### src/rtl/q_action_selector.sv
// Epsilon-greedy action selector: an LFSR draw decides between a random action
// and a full argmax scan of one Q-table row over the table's read port.
module q_action_selector #(
  parameter int              NUM_ACTIONS = 15,
  parameter int              ACT_W       = 4,
  parameter int              STATE_W     = 6,
  parameter int              Q_W         = 16,
  parameter logic [15:0]     LFSR_SEED   = 16'hACE1
) (
  input  logic               clk,
  input  logic               rst,
  input  logic               start,
  input  logic [STATE_W-1:0] state,
  input  logic [15:0]        epsilon,
  output logic               busy,
  output logic               q_rd_en,
  output logic [STATE_W-1:0] q_rd_addr,
  output logic [ACT_W-1:0]   q_rd_act,
  input  logic [Q_W-1:0]     q_rd_data,
  output logic               act_valid,
  input  logic               act_ready,
  output logic [ACT_W-1:0]   action,
  output logic [Q_W-1:0]     q_best,
  output logic               explored
);

  typedef enum logic [1:0] {
    S_IDLE  = 2'd0,
    S_SCAN  = 2'd1,
    S_DRAIN = 2'd2,
    S_OUT   = 2'd3
  } state_t;

  localparam logic [ACT_W-1:0] LP_NUM  = ACT_W'(NUM_ACTIONS);
  localparam logic [ACT_W-1:0] LP_LAST = ACT_W'(NUM_ACTIONS - 1);

  function automatic logic [15:0] lfsr_next(input logic [15:0] l);
    return {l[14:0], l[15] ^ l[13] ^ l[12] ^ l[10]};
  endfunction

  // Maps a raw ACT_W-bit draw into 0..NUM_ACTIONS-1 with a single subtraction.
  function automatic logic [ACT_W-1:0] fold_action(input logic [ACT_W-1:0] r);
    return (r < LP_NUM) ? r : (r - LP_NUM);
  endfunction

  state_t             r_state;
  state_t             w_state_nxt;
  logic [15:0]        r_lfsr;
  logic               r_rd_en;
  logic [STATE_W-1:0] r_rd_addr;
  logic [ACT_W-1:0]   r_rd_act;
  logic               r_dv;
  logic [ACT_W-1:0]   r_dv_act;
  logic               r_first;
  logic [Q_W-1:0]     r_best;
  logic [ACT_W-1:0]   r_best_act;
  logic               r_act_valid;
  logic [ACT_W-1:0]   r_action;
  logic [Q_W-1:0]     r_q_best;
  logic               r_explored;

  logic [15:0]        w_lfsr_nxt;
  logic               w_explore;
  logic               w_take;
  logic [Q_W-1:0]     w_best;
  logic [ACT_W-1:0]   w_best_act;

  assign w_lfsr_nxt = lfsr_next(r_lfsr);
  assign w_explore  = (epsilon == 16'hFFFF) || (w_lfsr_nxt < epsilon);

  // Running argmax; r_dv marks the cycle the read data for r_dv_act is present.
  assign w_take     = r_dv && (r_first || ($signed(q_rd_data) > $signed(r_best)));
  assign w_best     = w_take ? q_rd_data : r_best;
  assign w_best_act = w_take ? r_dv_act  : r_best_act;

  // State register.
  always_ff @(posedge clk) begin
    if (rst) begin
      r_state <= S_IDLE;
    end else begin
      r_state <= w_state_nxt;
    end
  end

  // Next-state logic.
  always_comb begin
    w_state_nxt = r_state;
    case (r_state)
      S_IDLE: begin
        if (start) begin
          w_state_nxt = w_explore ? S_OUT : S_SCAN;
        end else begin
          w_state_nxt = S_IDLE;
        end
      end
      S_SCAN: begin
        if (r_rd_act == LP_LAST) begin
          w_state_nxt = S_DRAIN;
        end else begin
          w_state_nxt = S_SCAN;
        end
      end
      S_DRAIN: w_state_nxt = S_OUT;
      S_OUT: begin
        if (act_ready) begin
          w_state_nxt = S_IDLE;
        end else begin
          w_state_nxt = S_OUT;
        end
      end
      default: w_state_nxt = S_IDLE;
    endcase
  end

  // Datapath: LFSR, read issue, argmax tracking and registered result.
  always_ff @(posedge clk) begin
    if (rst) begin
      r_lfsr      <= LFSR_SEED;
      r_rd_en     <= 1'b0;
      r_rd_addr   <= '0;
      r_rd_act    <= '0;
      r_dv        <= 1'b0;
      r_dv_act    <= '0;
      r_first     <= 1'b1;
      r_best      <= '0;
      r_best_act  <= '0;
      r_act_valid <= 1'b0;
      r_action    <= '0;
      r_q_best    <= '0;
      r_explored  <= 1'b0;
    end else begin
      r_dv       <= r_rd_en;
      r_dv_act   <= r_rd_act;
      r_best     <= w_best;
      r_best_act <= w_best_act;
      if (w_take) begin
        r_first <= 1'b0;
      end
      case (r_state)
        S_IDLE: begin
          if (start) begin
            r_lfsr    <= w_lfsr_nxt;
            r_rd_addr <= state;
            if (w_explore) begin
              r_act_valid <= 1'b1;
              r_action    <= fold_action(w_lfsr_nxt[ACT_W-1:0]);
              r_q_best    <= '0;
              r_explored  <= 1'b1;
            end else begin
              r_rd_en  <= 1'b1;
              r_rd_act <= '0;
              r_first  <= 1'b1;
            end
          end
        end
        S_SCAN: begin
          if (r_rd_act == LP_LAST) begin
            r_rd_en <= 1'b0;
          end else begin
            r_rd_act <= r_rd_act + {{(ACT_W-1){1'b0}}, 1'b1};
          end
        end
        S_DRAIN: begin
          r_act_valid <= 1'b1;
          r_action    <= w_best_act;
          r_q_best    <= w_best;
          r_explored  <= 1'b0;
        end
        S_OUT: begin
          if (act_ready) begin
            r_act_valid <= 1'b0;
          end
        end
        default: r_act_valid <= 1'b0;
      endcase
    end
  end

  assign busy      = (r_state != S_IDLE);
  assign q_rd_en   = r_rd_en;
  assign q_rd_addr = r_rd_addr;
  assign q_rd_act  = r_rd_act;
  assign act_valid = r_act_valid;
  assign action    = r_action;
  assign q_best    = r_q_best;
  assign explored  = r_explored;

endmodule

### config.mk
export PLATFORM = sky130hd
export DESIGN_NAME = q_action_selector
export DESIGN_NICKNAME = d
export VERILOG_FILES = /design/src/rtl/q_action_selector.sv
export SDC_FILE = /design/constraint.sdc
export NUM_CORES = 1
export LEC_CHECK = 0
export BUFFER_PORTS_ARGS = -buffer_cell sky130_fd_sc_hd__buf_2
export CORE_MARGIN = 3
export CORE_UTILIZATION = 50
export CTS_BUF_LIST = sky130_fd_sc_hd__clkbuf_4
export CTS_CLUSTER_SIZE = 40
export DETAILED_ROUTE_END_ITERATION = 7
export PLACE_DENSITY = 0.78
export SLEW_MARGIN = 10
export SYNTH_ARGS = -nofsm -noshare
export SYNTH_HDL_FRONTEND = slang
export SYNTH_SLANG_ARGS = --single-unit
### constraint.sdc
create_clock -name clk -period 8.4 [get_ports clk]
set_input_delay 2.52 -clock clk [delete_from_list [all_inputs] [get_ports clk]]
set_output_delay 2.52 -clock clk [all_outputs]
set_load 0.02 [all_outputs]
# --- Yosys cells after proc, flatten, opt, wreduce, memory -nomap -nowiden ---
# Index checks and enable logic that the tools add are counted.
classes:
  addsub: 2
  mux: 31
  shifts: 0
  n_reduce_logical: 13
  div_mod_pow: 0
  n_mul: 0
  order_cmp: 3
  n_eq_ne: 11
  n_bitwise: 3
op_table:
  columns: ["operator", "n"]
  rows:
  - ["2-to-1 mux 16 bit", 3]
  - ["one-hot mux 16 bit (2 select lines)", 1]
  - ["2-to-1 mux 4 bit", 7]
  - ["equality test 16 bit, second input constant", 1]
  - ["> comparator 16 bit", 1]
  - ["< comparator 16 bit", 1]
  - ["one-hot mux 4 bit (2 select lines)", 2]
  - ["!= test 2 bit, second input constant", 6]
  - ["AND reduction 4 bit", 3]
  - ["2-to-1 mux 1 bit", 10]
  - ["2-to-1 mux 2 bit", 4]
  - ["one-hot mux 2 bit (4 select lines)", 1]
  - ["nonzero test 2 bit", 3]
  - ["adder 4 x 1 -> 4 bit, second input constant", 1]
  - ["equality test 2 bit, second input constant", 2]
  - ["equality test 4 bit, second input constant", 1]
  - ["< comparator 4 bit, second input constant", 1]
  - ["one-hot mux 1 bit (2 select lines)", 2]
  - ["subtractor 4 bit, second input constant", 1]
  - ["one-hot mux 1 bit (3 select lines)", 1]
  - ["AND reduction 3 bit", 1]
  - ["nonzero test 3 bit", 1]
  - ["XOR 1 bit", 3]
  - ["equality test 2 x 1 -> 1 bit, second input constant", 1]
  - ["other kinds (4)", 5]
word_totals:
  memories: 0
  mem_bits_rw: 0
  latch_bits: 0
  output_inout_bits: 34
  elab_cells: 77
  romBits: 0
  input_bits: 42
  register_bits: 77

# --- Depth between registers and ports, before layout ---
# Gate-level depths: netlist of the first run.
depth:
  depth_word: 8
  mapped_depth: 10
  mapped_depth_nobuf: 9

# --- Worst setup path before layout of the first run ---
# OpenSTA, ideal clock, no wires.
synth_timing:
  path_kind: "input to register"
  startpoint: "in q_rd_data[15]"
  endpoint: "reg r_action[0], in the netlist action[0]"
  path_buffers: 1
  t_arrival_ps: 4362
  stages: 9
  setup_ps: 134
  slack_ps: 3904
  path_cell_list: "ha_1 > and4_1 > and3_1 > o22ai_1 > or3_1 > a32oi_1 > buf_6 > mux2i_1 > o221ai_1"
synth_between:
  elab_chain_cells: 5
synth_lines:
  columns: ["element", "line", "text"]
  rows:
  - ["from (decl)", "19", "input logic [Q_W-1:0] q_rd_data,"]
  - ["> comparator 16 bit", "72", "assign w_take = r_dv && (r_first || ($signed(q_rd_data) > $signed(r_best)));"]
  - ["logical OR 1 bit", "72", null]
  - ["logical AND 1 bit", "72", null]
  - ["2-to-1 mux 4 bit", "74", "assign w_best_act = w_take ? r_dv_act : r_best_act;"]
  - ["one-hot mux 4 bit (2 select lines)", "139", "case (r_state)"]
  - ["to (signal assigned)", "146", "r_action <= fold_action(w_lfsr_nxt[ACT_W-1:0]);"]
  - ["to (signal assigned)", "165", "r_action <= w_best_act;"]
  - ["to (decl)", "58", "logic [ACT_W-1:0] r_action;"]
# No other way between the ends.
# A chain may end at the register's enable or synchronous reset.

# --- Worst setup path after layout of the first run ---
layout_timing:
  startpoint: "in q_rd_data[15]"
  endpoint: "reg r_action[3], in the netlist action[3]"
# The elaborated chain is that of the path after synthesis.

==> flow_summary.ini, run 1 <==
[timing]
clock_skew_ns = 0.009964
period_minus_slack_ns = 4.876
max_slew_margin_pct = 31.24
final_max_slew_viol_count = 0
rsz0062_at_grt = no
hold_viol = 0
worst_pin_slew_ns = 1.031
max_freq_mhz = 205.1
hold_ws_ns = 0.4478
worst_slack_ns = 3.524
fin_crit_sh_pct = 58.05
setup_viol = 0
finalSetupTns_ns = 0

[die]
initial_core_util_pct = 52.61
die_h_um = 91.48
rows = 30
fp.dieArea_um2 = 8369
top_level_ports = 76
die_w_um = 91.48
coreArea_um2 = 6944

[critical_path]
slowest_delay_ns = 0.58
crit_arrival_ns = 5.13
cp-startpoint = q_rd_data[15]
critPathLaunchType = input port
crit_required_ns = 8.65
worstPathCellList = buf_2 -> ha_1 -> and4_1 -> and3_1 -> o22ai_1 -> or3_1 -> a32oi_2 -> buf_4 -> mux2i_1 -> o221ai_1
end_kind = flip-flop
critPathMaxFanout = 13
timing.rr.start = r_best[15]$_SDFF_PP0_
r2r_cells = 10
crit_path_end = action[3]$_SDFFE_PP0P_
r2r_slack_ns = 5.35
path_class = in -> reg
critPathSlowestCell = a32oi_2
r2r-end = action[3]$_SDFFE_PP0P_

[routing]
routedWlPerCell_um = 13.21
drc = 0
drt_iter0_drc = 134
vias = 3141
firstDrtPassIters = 4
ant_nets = 0
wirelength_um = 7810
viasPerCell = 5.315

[cells_and_area]
diodes = 0
final_cells = 591
drive_above_1_share_pct = 19.39
nNetsFinal = 569
syn_to_final_growth_pct = 14.32

[power_and_ir_drop]
ir_worst_vdd_uv = 121.4
p_per_area_nw_per_um2 = 175.6
p_int_mw = 0.5059
p_seq_share_pct = 55.1
clkPwrFrac_pct = 22.6
combPwrFrac_pct = 22.3
p_sw_mw = 0.2277
p_leak_nw = 1.997
power_mw = 0.7335
swShare_pct = 31.04

[synth]
synth_edf_count = 0
ys_seq_area_share_pct = 42.19
yosys_warnings = 0
ys_types = 50
async_flop_share_pct = 0
synth_cells = 423
synth-seq-cells = 77
synth_nets = 499
synthesis.area_um2 = 3654
syn_avg_cell_area_um2 = 8.637
ys.flop_type = dfxtp_1

[global_routing]
grt_pass1_vias = 3155
antenna_found_initial = 0
grt_pass1_wl_um = 13180
track_usage_pct = 19.15
grt_overflow_total = 0
grt_start_max_net_pins = 60

[clocking]
cts_hold_buf = 0
post_cts_resized = 0
cts_sinks = 77
cts_tree = done
clock_latency_ns = 0.41
clk_path_buf_depth = 2
numCtsBuffers = 9
clkTransAtPathRegs_ns = 0.10
post-cts-setup-buffers = 0
cts-htree-levels = 3
root_buffer = clkbuf_4

[worst_hold_path]
hp-class = reg -> reg
min_from = q_best[13]$_SDFFE_PP0P_

[placement]
port_buffers = 75
dp_hpwl_um = 5846
gp_congestion = 0.8407
pre_cts_ws_ns = 3.107
dpl.cell_count = 578

[flow_run]
maxCapViolCount = 0

[run_status]
status = finished, final reports clean
## registers in the layout (all words and copies together), names as in the netlist
register / count
act_valid: 1
q_rd_act: 4
r_best_act: 4
action: 4
r_lfsr: 16
r_dv: 1
r_state: 2
q_best: 16
q_rd_en: 1
q_rd_addr: 6
r_dv_act: 4
r_first: 1
r_best: 16
explored: 1
## cells in the mapped netlist, types with 2 or more instances
cell / count / area (um2)
nor2b_1: 6 / 37.54
clkbuf_1: 13 / 48.80
o21a_1: 2 / 15.01
nand4_1: 7 / 43.79
buf_2: 2 / 10.01
and2_1: 2 / 12.51
a21o_1: 3 / 22.52
o31ai_1: 2 / 15.01
xnor2_1: 3 / 26.28
a211oi_1: 2 / 15.01
inv_1: 37 / 138.9
nand3_1: 5 / 25.02
o221ai_1: 4 / 35.03
mux2i_1: 21 / 210.2
nand2_1: 72 / 270.3
and3_1: 3 / 18.77
and4_1: 4 / 35.03
dfxtp_1: 77 / 1541
o21ai_0: 7 / 35.03
a21oi_1: 27 / 135.1
nand3b_1: 7 / 52.55
nor2_1: 36 / 135.1
or3_1: 2 / 12.51
ha_1: 34 / 425.4
o21ai_1: 16 / 80.08
nand2b_1: 2 / 12.51
nor3_1: 3 / 15.01
o211ai_1: 2 / 15.01
## power by group through the flow
| stage | clock [mW] | combinational [mW] | sequential [mW] |
|---|---|---|---|
| final | 0.165 | 0.164 | 0.404 |
| after floorplan | 0 | 0.111 | 0.415 |
| after global placement | 0 | 0.156 | 0.411 |
| after detailed placement | 0 | 0.163 | 0.412 |
| after global routing | 0.186 | 0.185 | 0.407 |
| after CTS | 0.172 | 0.164 | 0.404 |
## area by class of cell
type / instances / area, um2
Clock buffer: 9 / 67.56
Clock inverter: 4 / 18.77
Fill cell: 619 / 2768
Inverter: 37 / 138.9
Multi-Input combinational cell: 291 / 1899
Sequential cell: 77 / 1541
Tap cell: 96 / 120.1
Timing Repair Buffer: 77 / 390.4
## cell usage in the layout (no fill, tap or decap), types with 4 or more instances in the layout
| cell type | count |
|---|---|
| nand3_1 | 5 |
| o21ai_0 | 7 |
| inv_1 | 37 |
| dfxtp_1 | 77 |
| a21oi_1 | 27 |
| buf_2 | 75 |
| nor2_1 | 36 |
| clkbuf_4 | 9 |
| nand3b_1 | 7 |
| nand2_1 | 72 |
| mux2i_1 | 21 |
| o221ai_1 | 4 |
| o21ai_1 | 16 |
| nor2b_1 | 6 |
| ha_1 | 34 |
| and4_1 | 4 |
| nand4_1 | 7 |
## worst max-delay path, delay by kind of cell
kind / cells / cell delay [ns]
buffers and inverters: 2 / 0.48
adder cells (fa/ha/maj): 1 / 0.32
multiplexers: 1 / 0.27
AO/OA/AOI/OAI: 3 / 0.81
AND/OR/NAND/NOR: 3 / 0.74
## layer usage
metal  vias up  global-route usage [%]  wire length, um
met4         0                   6.658              121
met5         -                       0                0
met3        12                   6.297              418
li1       1576                       -                -
met2        80                   32.01             3771
met1      1473                   22.93             3498
## metrics by stage
step	util [%]	instance area, um2
floorplan	-	3654
global placement	58.90	4090
detailed placement	58.90	4090
CTS	60.14	4177
global route	60.14	4177
finish	60.14	4177
## kinds of logic (layout without fill, tap and decap cells)
| kind of cell | Yosys count | count (layout) | share of synthesized area [%] |
|---|---|---|---|
| adder cells (fa/ha/maj) | 34 | 34 | 11.64 |
| flip-flops | 77 | 77 | 42.19 |
| AO/OA/AOI/OAI | 79 | 79 | 14.01 |
| XOR/XNOR | 4 | 4 | 1.165 |
| buffers and inverters | 55 | 127 | 6.027 |
| multiplexers | 21 | 21 | 5.753 |
| AND/OR/NAND/NOR | 153 | 153 | 19.21 |
## worst min path at each step
| stage | to | cells after the start |
|---|---|---|
| 4_1_cts | q_best[11]$_SDFFE_PP0P_ | 2 |
| 3_5_place_dp | q_best[11]$_SDFFE_PP0P_ | 2 |
| 2_1_floorplan | r_first$_SDFF_PP1_ | 2 |
| 5_1_grt | q_best[3]$_SDFFE_PP0P_ | 2 |
| 3_3_place_gp | q_best[11]$_SDFFE_PP0P_ | 2 |
| 6_report | q_best[13]$_SDFFE_PP0P_ | 2 |
(Power assumes the default switching activity.)
==> inputs of run 2 (changes only) <==
==> constraint.sdc (replaced) <==
create_clock -name clk -period 4.6 [get_ports clk]
set_input_delay 1.38 -clock clk [delete_from_list [all_inputs] [get_ports clk]]
set_output_delay 1.38 -clock clk [all_outputs]
set_load 0.02 [all_outputs]
==> flow_summary.ini, run 2 (synthesis results as in run 1) <==
[placement]
dp_hpwl_um = 5765
gp_congestion = 0.8126
dpl.cell_count = 580
post_dp_cell_area_um2 = 4105
port_buffers = 75

[clocking]
post-cts-setup-buffers = 0
cts_sinks = 77
numCtsBuffers = 9
cts-htree-levels = 3
root_buffer = clkbuf_4
cts_hold_buf = 0
post_cts_resized = 0
clock_latency_ns = 0.41
clk_path_buf_depth = 2
clkTransAtPathRegs_ns = 0.11
cts_tree = done

[critical_path]
crit_required_ns = 4.88
r2r_cells = 10
end_kind = flip-flop
slowest_delay_ns = 0.56
path_class = in -> reg
r2r_slack_ns = 1.71
critPathSlowestCell = a32oi_2
crit_arrival_ns = 3.85
worstPathCellList = buf_2 -> ha_1 -> and4_1 -> and3_1 -> o22ai_1 -> or3_1 -> a32oi_2 -> buf_4 -> mux2i_1 -> o21ai_1
critPathLaunchType = input port
critPathMaxFanout = 8
timing.rr.start = r_best[14]$_SDFF_PP0_
cp-startpoint = q_rd_data[15]
r2r-end = q_best[3]$_SDFFE_PP0P_

[global_routing]
grt_pass1_wl_um = 13260
track_usage_pct = 19.44
grt_overflow_total = 0
antenna_found_initial = 0
grt_pass1_vias = 3041
grt_start_max_net_pins = 59

[power_and_ir_drop]
ir_worst_vdd_uv = 231.8
p_per_area_nw_per_um2 = 346.0
p_leak_nw = 2.036

[flow_run]
maxCapViolCount = 0

[worst_hold_path]
hp-class = reg -> reg
min_from = q_best[12]$_SDFFE_PP0P_
min_to = q_best[12]$_SDFFE_PP0P_
min_path_cells = 2

[die]
fp.dieArea_um2 = 8369
die_w_um = 91.48
initial_core_util_pct = 52.61
top_level_ports = 76
coreArea_um2 = 6944
rows = 30
die_h_um = 91.48

[cells_and_area]
final_common_cell = dfxtp_1
fin_util_pct = 61.32
diodes = 0
syn_to_final_growth_pct = 16.54
drive_above_1_share_pct = 20.00
final_cell_mix = dfxtp_1 (77), buf_2 (75), nand2_1 (72)
nNetsFinal = 571
num-fill-cells = 609
final_cells = 596
stdcell_area_um2 = 4258

[timing]
hold_viol = 0
clock_skew_ns = 0.01128
finalSetupTns_ns = 0
rsz0062_at_grt = no
max_slew_margin_pct = 45.14
setup_viol = 0
max_freq_mhz = 279.5
fin_crit_sh_pct = 77.78
period_minus_slack_ns = 3.578
final_max_slew_viol_count = 0
worst_pin_slew_ns = 0.8229

[routing]
viasPerCell = 5.223
drc = 0
routedWlPerCell_um = 13.22
vias = 3113
firstDrtPassIters = 5
drt_iter0_drc = 149
wirelength_um = 7882
ant_nets = 0

[run_status]
status = finished, final reports clean
==> run 2: cell types whose count changed in the layout (fill, tap and decap cells not counted) <==
cell | before | now
bufinv_16 | 0 | 2
buf_4 | 2 | 4
clkinv_2 | 3 | 2
clkbuf_4 | 9 | 10
clkinv_1 | 1 | 2
==> run 2: layout make-up <==
cell class / instances / area [um2] / share of cell area, %
Multi-Input combinational cell: 291 / 1899 / 44.61
Sequential cell: 77 / 1541 / 36.20
Timing Repair Buffer: 79 / 405.4 / 9.521
Inverter: 37 / 138.9 / 3.262
Tap cell: 96 / 120.1 / 2.821
Clock inverter: 6 / 77.57 / 1.822
Clock buffer: 10 / 75.07 / 1.763
==> run 2: routing by layer <==
| layer | wire, um | track usage, % | share of wire [%] | vias to the layer above |
|---|---|---|---|---|
| met1 | 3430 | 22.99 | 44 | 1430 |
| met5 | 0 | 0 | 0 | - |
| li1 | - | - | - | 1590 |
| met2 | 3797 | 32.62 | 48 | 79 |
| met4 | 136 | 7.161 | 1.7 | 0 |
| met3 | 518 | 6.379 | 6.6 | 14 |
==> run 2: worst max-delay path: cells and delay by family <==
kind,cells,cell delay [ns]
compound gates,3,0.76
buf+inv,2,0.41
mux,1,0.26
simple gates,3,0.73
fa+ha+maj,1,0.32
==> run 2: how the worst max path moves through the flow <==
stage                              to  slack [ns]  depth (start not counted)
2_1_floorplan  action[0]$_SDFFE_PP0P_        1.24                          9
3_3_place_gp   q_best[0]$_SDFFE_PP0P_        0.73                         10
3_5_place_dp   q_best[3]$_SDFFE_PP0P_        0.60                         10
4_1_cts        q_best[3]$_SDFFE_PP0P_        1.04                         10
5_1_grt        q_best[3]$_SDFFE_PP0P_        0.96                         10
6_report       q_best[3]$_SDFFE_PP0P_        1.02                         10
==> run 2: metrics by stage <==
step	power, mW	worst slack [ns]	hold slack (ns)
after floorplan	0.9609	1.244	0.4389
after global placement	1.036	0.7342	0.4340
after detailed placement	1.049	0.5992	0.4407
after CTS	1.485	1.041	0.4561
after global routing	1.558	0.9573	0.4755
final	1.473	1.022	0.4512
==> run 2: report_power, final <==
part | switching [mW] | internal, mW | total (mW)
Clock | 0.216 | 0.221 | 0.438
Combinational | 0.176 | 0.121 | 0.297
Sequential | 0.0323 | 0.706 | 0.738
Total | 0.424 | 1.05 | 1.47
==> inputs of run 3 (changes only) <==
--- a/config.mk
+++ b/config.mk
@@ -11,7 +11,7 @@
 export CTS_BUF_LIST = sky130_fd_sc_hd__clkbuf_4
 export CTS_CLUSTER_SIZE = 40
 export DETAILED_ROUTE_END_ITERATION = 7
-export PLACE_DENSITY = 0.78
+export PLACE_DENSITY = 0.81
 export SLEW_MARGIN = 10
 export SYNTH_ARGS = -nofsm -noshare
 export SYNTH_HDL_FRONTEND = slang
==> constraint.sdc (replaced) <==
create_clock -name clk -period 3.15 [get_ports clk]
set_input_delay 0.945 -clock clk [delete_from_list [all_inputs] [get_ports clk]]
set_output_delay 0.945 -clock clk [all_outputs]
set_load 0.02 [all_outputs]
==> flow_summary.ini, run 3 (synthesis results as in run 1) <==
[die]
top_level_ports = 76
die_h_um = 91.48
die_w_um = 91.48
fp.dieArea_um2 = 8369
coreArea_um2 = 6944
rows = 30
initial_core_util_pct = 52.61

[timing]
fin_crit_sh_pct = 89.93
finalSetupTns_ns = 0
worst_slack_ns = 0.3174
clock_skew_ns = 0.01768
max_slew_margin_pct = 45.36
max_freq_mhz = 353.0
rsz0062_at_grt = no
worst_pin_slew_ns = 0.8176
final_max_slew_viol_count = 0
hold_viol = 0
period_minus_slack_ns = 2.833
setup_viol = 0

[power_and_ir_drop]
p_per_area_nw_per_um2 = 536.3
swShare_pct = 27.26
p_leak_nw = 2.080
p_int_mw = 1.698
combPwrFrac_pct = 19.2
clkPwrFrac_pct = 34.7
p_sw_mw = 0.6364
p_seq_share_pct = 46.1
ir_worst_vdd_uv = 279.6

[clocking]
cts_sinks = 77
post_cts_resized = 0
clkTransAtPathRegs_ns = 0.12
clk_path_buf_depth = 2
root_buffer = clkbuf_4
cts_tree = done
numCtsBuffers = 9
cts_hold_buf = 0
cts-htree-levels = 3
clock_latency_ns = 0.42
post-cts-setup-buffers = 0

[worst_hold_path]
hp-class = reg -> reg

[cells_and_area]
diodes = 0
final_cell_mix = dfxtp_1 (77), buf_2 (75), nand2_1 (72)
nNetsFinal = 575
drive_above_1_share_pct = 20.83
final_common_cell = dfxtp_1
syn_to_final_growth_pct = 19.14

[placement]
port_buffers = 75
dp_hpwl_um = 5772
gp_congestion = 0.8620
pre_cts_ws_ns = -0.06696

[critical_path]
worst-path-buf-inv = 2
worstPathCellList = buf_2 -> ha_1 -> and3_1 -> a221oi_1 -> o21a_1 -> o21ai_0 -> a32oi_2 -> buf_4 -> mux2i_1 -> o221ai_1
end_kind = flip-flop
crit_required_ns = 3.44
critPathLaunchType = input port
slowest_delay_ns = 0.40
critPathMaxFanout = 7
critPathSlowestCell = a221oi_1
crit_arrival_ns = 3.12
critPathTopFamily = compound AO/OA/AOI/OAI gates
path_class = in -> reg

[global_routing]
track_usage_pct = 19.60
use_met2_pct = 33.29
grt_start_max_net_pins = 42
grt_busiest_layer = met2
grt.met1_usage_pct = 23.48
use_met3_pct = 5.634
grt_overflow_total = 0
grt_pass1_wl_um = 13370
antenna_found_initial = 0
grt_pass1_vias = 3039

[routing]
vias = 3157
ant_nets = 0
firstDrtPassIters = 4
routedWlPerCell_um = 12.94
wirelength_um = 7763
drc = 0
drt_iter0_drc = 154
viasPerCell = 5.262

[flow_run]
maxCapViolCount = 0

[run_status]
status = finished, final reports clean
==> run 3: path summary, 6_finish.rpt <==
path	endpoint	startpoint	slack [ns]	cells past startpoint
worst max-delay path	action[2]$_SDFFE_PP0P_	q_rd_data[14]	0.32	10
worst min-delay path	q_best[2]$_SDFFE_PP0P_	q_best[2]$_SDFFE_PP0P_	0.45	2
worst max register to register	action[2]$_SDFFE_PP0P_	r_best[14]$_SDFF_PP0_	0.57	10
worst min register to register	q_best[2]$_SDFFE_PP0P_	q_best[2]$_SDFFE_PP0P_	0.45	2
==> run 3: worst min-delay path: stages (launching register included) <==
cell and delay, ns:
dfxtp_1 0.33, nand2_1 0.04, o21ai_1 0.05
==> run 3: final cells by class <==
| type | instances | area, um2 |
|---|---|---|
| repair buffers | 83 | 447.9 |
| flip-flops and latches | 77 | 1541 |
| clock inverters | 7 | 137.6 |
| multi-input cells | 291 | 1899 |
| inverters | 37 | 138.9 |
| clock buffers | 9 | 67.56 |
| well taps | 96 | 120.1 |
| fillers | 586 | 2591 |
==> run 3: power groups by stage <==
stage                     registers (mW)  logic, mW  clock network [mW]
after floorplan                     1.11      0.295                   0
after global placement              1.10      0.430                   0
after detailed placement            1.10      0.447                   0
after CTS                           1.08      0.451               0.825
after global routing                1.09      0.507               0.868
final                               1.08      0.448               0.809
==> run 3: stage by stage <==
stage | cells | power [mW] | utilization, % | hold slack [ns] | area [um2]
2_1_floorplan | 423 | 1.403 | - | 0.4389 | 3654
6_report | 600 | 2.335 | 62.68 | 0.4489 | 4353
5_1_grt | 600 | 2.461 | 62.68 | 0.4698 | 4353
3_3_place_gp | 584 | 1.526 | 59.73 | 0.4355 | 4148
3_5_place_dp | 584 | 1.546 | 59.73 | 0.4380 | 4148
4_1_cts | 600 | 2.353 | 62.68 | 0.4549 | 4353
==> run 3: per-layer routing <==
metal	vias up	routed length, um
met3	13	436
met5	-	0
met1	1474	3471
met2	74	3735
li1	1596	-
met4	0	120
